$ cat src/rtl/mem_arbiter.sv
// mem_arbiter: shares one memory port between instruction fetch and the
// load/store unit. One transaction in flight; data has priority, bounded by
// a starvation counter that forces a fetch grant after STARVE_MAX data grants.
module mem_arbiter #(
  parameter int unsigned ADDR_WIDTH = 32,
  parameter int unsigned DATA_WIDTH = 32,
  parameter int unsigned STARVE_MAX = 4
) (
  input  logic                    clk,
  input  logic                    resetn,
  // fetch request / response
  input  logic                    ireq_valid,
  output logic                    ireq_ready,
  input  logic [ADDR_WIDTH-1:0]   ireq_addr,
  output logic                    irsp_valid,
  input  logic                    irsp_ready,
  output logic [DATA_WIDTH-1:0]   irsp_data,
  // data request / response
  input  logic                    dreq_valid,
  output logic                    dreq_ready,
  input  logic [ADDR_WIDTH-1:0]   dreq_addr,
  input  logic                    dreq_we,
  input  logic [DATA_WIDTH-1:0]   dreq_wdata,
  input  logic [DATA_WIDTH/8-1:0] dreq_strb,
  output logic                    drsp_valid,
  input  logic                    drsp_ready,
  output logic [DATA_WIDTH-1:0]   drsp_data,
  // memory request / response
  output logic                    mreq_valid,
  input  logic                    mreq_ready,
  output logic [ADDR_WIDTH-1:0]   mreq_addr,
  output logic                    mreq_we,
  output logic [DATA_WIDTH-1:0]   mreq_wdata,
  output logic [DATA_WIDTH/8-1:0] mreq_strb,
  input  logic                    mrsp_valid,
  output logic                    mrsp_ready,
  input  logic [DATA_WIDTH-1:0]   mrsp_data,
  // status
  output logic                    busy,
  output logic                    err
);

  localparam int unsigned STRB_WIDTH = DATA_WIDTH / 8;
  localparam int unsigned CNT_WIDTH  = $clog2(STARVE_MAX + 1);

  typedef enum logic [1:0] {
    ST_IDLE = 2'd0,
    ST_REQ  = 2'd1,
    ST_RESP = 2'd2
  } state_t;

  typedef enum logic {
    OWN_D = 1'b0,
    OWN_I = 1'b1
  } owner_t;

  typedef struct packed {
    logic [ADDR_WIDTH-1:0] addr;
    logic                  we;
    logic [DATA_WIDTH-1:0] wdata;
    logic [STRB_WIDTH-1:0] strb;
  } mreq_t;

  state_t               state_q, state_d;
  owner_t               owner_q, owner_d;
  logic [CNT_WIDTH-1:0] starve_q, starve_d;
  mreq_t                req_q, req_d;
  logic                 err_q, err_d;

  logic starved;
  logic fetch_wins;
  logic data_wins;

  // Arbitration: data first unless fetch has waited through STARVE_MAX data grants
  always_comb begin
    starved    = (starve_q == CNT_WIDTH'(STARVE_MAX));
    fetch_wins = ireq_valid && (!dreq_valid || starved);
    data_wins  = dreq_valid && !fetch_wins;
  end

  // Next-state, payload capture, starvation bookkeeping and handshake outputs
  always_comb begin
    state_d    = state_q;
    owner_d    = owner_q;
    starve_d   = starve_q;
    req_d      = req_q;
    err_d      = err_q | (mrsp_valid && (state_q != ST_RESP));
    ireq_ready = 1'b0;
    dreq_ready = 1'b0;
    irsp_valid = 1'b0;
    drsp_valid = 1'b0;
    mrsp_ready = 1'b0;

    case (state_q)
      ST_IDLE: begin
        ireq_ready = fetch_wins;
        dreq_ready = data_wins;
        if (fetch_wins) begin
          req_d.addr  = ireq_addr;
          req_d.we    = 1'b0;
          req_d.wdata = '0;
          req_d.strb  = '1;
          owner_d     = OWN_I;
          starve_d    = '0;
          state_d     = ST_REQ;
        end else if (data_wins) begin
          req_d.addr  = dreq_addr;
          req_d.we    = dreq_we;
          req_d.wdata = dreq_wdata;
          req_d.strb  = dreq_strb;
          owner_d     = OWN_D;
          if (!ireq_valid) begin
            starve_d = '0;
          end else if (!starved) begin
            starve_d = starve_q + CNT_WIDTH'(1);
          end
          state_d = ST_REQ;
        end
      end

      ST_REQ: begin
        if (mreq_ready) begin
          state_d = ST_RESP;
        end
      end

      ST_RESP: begin
        if (owner_q == OWN_I) begin
          irsp_valid = mrsp_valid;
          mrsp_ready = irsp_ready;
        end else begin
          drsp_valid = mrsp_valid;
          mrsp_ready = drsp_ready;
        end
        if (mrsp_valid && mrsp_ready) begin
          state_d = ST_IDLE;
        end
      end

      default: begin
        state_d = ST_IDLE;
      end
    endcase
  end

  // State, owner, counter, payload and sticky error registers
  always_ff @(posedge clk or negedge resetn) begin
    if (!resetn) begin
      state_q  <= ST_IDLE;
      owner_q  <= OWN_D;
      starve_q <= '0;
      req_q    <= '0;
      err_q    <= 1'b0;
    end else begin
      state_q  <= state_d;
      owner_q  <= owner_d;
      starve_q <= starve_d;
      req_q    <= req_d;
      err_q    <= err_d;
    end
  end

  // Registered request payload and status decoded from the state register
  assign mreq_valid = (state_q == ST_REQ);
  assign mreq_addr  = req_q.addr;
  assign mreq_we    = req_q.we;
  assign mreq_wdata = req_q.wdata;
  assign mreq_strb  = req_q.strb;
  assign busy       = (state_q != ST_IDLE);
  assign err        = err_q;

  // Response data passes straight through; valid qualifies it for the owner only
  assign irsp_data = mrsp_data;
  assign drsp_data = mrsp_data;

endmodule
$ cat config.mk
export PLATFORM = sky130hd
export DESIGN_NAME = mem_arbiter
export DESIGN_NICKNAME = d
export VERILOG_FILES = /design/src/rtl/mem_arbiter.sv
export SDC_FILE = /design/constraint.sdc
export NUM_CORES = 1
export LEC_CHECK = 0
export BUFFER_PORTS_ARGS = -buffer_cell sky130_fd_sc_hd__buf_2
export CAP_MARGIN = 30
export CORE_AREA = 2 2 109 111
export DETAILED_ROUTE_END_ITERATION = 7
export DIE_AREA = 0 0 111 113
export PLACE_DENSITY = 0.85
export SLEW_MARGIN = 20
export SYNTH_ARGS = -nofsm -noshare
export SYNTH_HDL_FRONTEND = slang
export SYNTH_SLANG_ARGS = --single-unit
$ cat constraint.sdc
create_clock -name clk -period 1.9 [get_ports clk]
set_clock_uncertainty 0.2 [all_clocks]
set_input_delay 0.19 -clock clk [delete_from_list [all_inputs] [get_ports clk]]
set_output_delay 0.19 -clock clk [all_outputs]
set_load 0.05 [all_outputs]
==> out/metrics.yaml <==
synth_fp_nets: 569
portBuffers: 185
die_x_um: 111
peakVddDrop_mv: 1.01
synth_top_family_by_area: "compound AO/OA/AOI/OAI gates"
wl_mm: 14.4
ys_warn_count: 0
r2r_cells: 6
vias: 4316
synth_fa_ha_area_frac: 0.00587
area_growth_pct: 50.2
worst-path-max-fanout: 3
crit_type: "flip-flop to output pin"
worst_slack_ns: -0.0442
yosys_register_bits: 76
synth.avg_cell_area_sq_um: 10.0
cts-buffers-inserted: 9
worst_slew_pin_slew_ns: 0.593
initial_core_util: 0.378
avgViaCountPerCell: 5.42
synth_area_leader_cell: "dfrtp_1"
ys_async_sr_fraction: 1.00
min_path_cells: 3
clk_latency_ns: 0.32
cts-root-buf: "clkbuf_16"
grt_pass1_vias: 4452
htreeDepth: 3
p_per_area_nw_per_um2: 1760
drive_gt1_frac: 0.407
drc: 0
fp.dieH_um: 113
slew_violations: 0
cts_sinks: 76
maxCapViolations: 0
rsz0062_at_grt: "yes"
grt_pass1_wl_mm: 22.3
gp_congestion: 0.826
setup_violations: 1
grt-ovfl-total: 0
synthXorXnorAreaFrac: 0
nNetsFinal: 792
synth_simple_gate_area_frac: 0.147
fp-row-count: 39
fillers: 887
yosys-top-cells-area: "dfrtp_1, buf_4, o221ai_2"
power_uw: 11300
grt_usage: 0.221
arrival_ns: 1.55
grt_max_degree: 40
status: "finished, violations left"
seq_area_frac_synth: 0.446
hold_violations: 0
fmax_ghz: 0.514
drtPass1Iterations: 5
pre_cts_slack_ns: -0.0264
leakagePower_uw: 0.00300
fin_crit_sh: 1.02
path_cells: "inv_1, ha_2, a21bo_4, nand2_4, and3_4, buf_8"
clk_pin_slew_ns: 0.06
syn_area_sq_um: 4260
clock_path_buffers: 2
drt_iter0_drc: 449
synth_compound_area_frac: 0.204
dp_cells: 666
fp.coreArea_sq_um: 11300
muxShareOfSynthArea: 0.00235
synthDistinctLibCells: 32
synth_edf_count: 0
cpPeakStageDelay_ns: 0.35
die_area_sq_um: 12500
post-dp-hpwl_mm: 8.29
postPlaceCellArea_sq_um: 4900
n_antenna_cell: 0
antenna_found_initial: 0
cp-start-kind: "flip-flop"
post_drt_wl_per_cell_um: 18.1
cts_tree: "done"
violations: "setup timing"
synthFlopType: "dfrtp_1"
worstSetupEndpointType: "output pin"
fin_cells: 796
fin_area_sq_um: 6400
final.min_clock_period_ns: 1.94
relSlewSlack: 0.605
slowest_stage: "dfrtp_1"
required_ns: 1.51
syn_inst: 426
synth.top_cell.area_share: 0.446
ios: 282
ant_nets: 0
hold_class: "input pin to flip-flop"
synth_stat cells, drive strengths merged, types with 2 or more instances:
library cell   n
a21oi         14
o21ai          2
buf           92
o2bb2ai       33
nand2          5
nor2b          2
clkbuf        14
nand4         32
ha             2
nor2           4
dfrtp         76
nand2b         2
and2           2
nand3         65
and3           2
inv           37
o221ai        32
layout make-up:
| class | count | area [sq um] | area share |
|---|---|---|---|
| tap | 143 | 179 | 0.0279 |
| clock buffer | 12 | 256 | 0.0401 |
| multi-input combinational | 208 | 1580 | 0.246 |
| clock inverter | 3 | 68.8 | 0.0107 |
| timing repair buffer | 317 | 2280 | 0.356 |
| sequential | 76 | 1900 | 0.297 |
| inverter | 37 | 143 | 0.0223 |
critical path, delay by kind of cell, from the launching register on:
kind | cells | cell delay, ns
DFF | 1 | 0.35
and+or+nand+nor | 2 | 0.27
AOI/OAI and AO/OA | 1 | 0.23
buffers and inverters | 2 | 0.20
adders and majority gates | 1 | 0.18
what timing repair did:
| item | CTS | global route |
|---|---|---|
| hold buffers | 103 | 0 |
| resized for setup | 7 | 5 |
| cloned | 0 | 2 |
| endpoints found under the hold margin | 110 | 0 |
| setup buffers | 3 | 7 |
| pin swaps | 2 | 2 |
| endpoints found under the setup margin | 24 | 62 |
metal layers:
| layer | global-route usage | vias to the layer above | part of all wire |
|---|---|---|---|
| met4 | 0.113 | 0 | 0.036 |
| li1 | - | 1925 | - |
| met2 | 0.378 | 305 | 0.49 |
| met5 | 0 | - | 0 |
| met3 | 0.0584 | 49 | 0.092 |
| met1 | 0.257 | 2037 | 0.38 |
power breakdown:
part | switching, uW | total, uW | internal [uW]
combinational | 4540 | 6600 | 2060
clock | 641 | 1860 | 1220
sequential | 451 | 2810 | 2360
logic make-up after synthesis:
| group | after synthesis |
|---|---|
| multiplexers | 1 |
| buffers and inverters | 143 |
| AND/OR/NAND/NOR | 116 |
| AO/OA/AOI/OAI | 88 |
| flip-flops | 76 |
| adder cells (fa/ha/maj) | 2 |
layout by cell type, fill, tap and decap left out, types with 2 or more instances in the layout:
master	Yosys	layout
nor2b_1	2	2
clkbuf_16	0	10
o221ai_1	7	7
nand2b_1	2	2
bufinv_16	0	2
nor2_1	4	2
nand4_1	32	32
dfrtp_1	76	76
o221ai_2	25	25
inv_1	37	36
nand2_1	5	4
buf_2	13	182
clkbuf_8	0	2
dlygate4sd3_1	0	103
a21oi_1	14	14
and2_4	1	2
nand3_1	65	65
o2bb2ai_1	33	33
nor2_4	0	2
buf_8	0	2
buf_12	0	5
o21ai_0	2	2
buf_4	66	24
worst paths after layout:
kind | end | start | slack [ns]
worst max-delay path | dreq_ready | starve_q[0] | -0.04
worst min-delay path | starve_q[2] | dreq_valid | 0.03
worst max register to register | mreq_wdata[27] | starve_q[0] | 0.09
worst min register to register | err | err | 0.27
max in group asynchronous | mreq_addr[11] | resetn | 0.71
min in group asynchronous | mreq_wdata[4] | resetn | 0.20
state kept, by name (all words and copies together), names as in the netlist:
| signal | flops |
|---|---|
| mreq_we | 1 |
| mreq_addr | 32 |
| state_q | 2 |
| owner_q | 1 |
| mreq_strb | 4 |
| starve_q | 3 |
| mreq_wdata | 32 |
| err | 1 |
through the flow:
step | TNS (ns) | util | hold slack, ns
after global routing | -0.116 | 0.568 | 0.0350
after detailed placement | -0.172 | 0.434 | -0.00306
after CTS | -0.356 | 0.559 | 0.00876
final | -0.0442 | 0.568 | 0.0303
after floorplan | -0.0206 | - | -0.306
after global placement | 0 | 0.434 | -0.00769
Note: power is estimated with default switching activity, not from simulation.
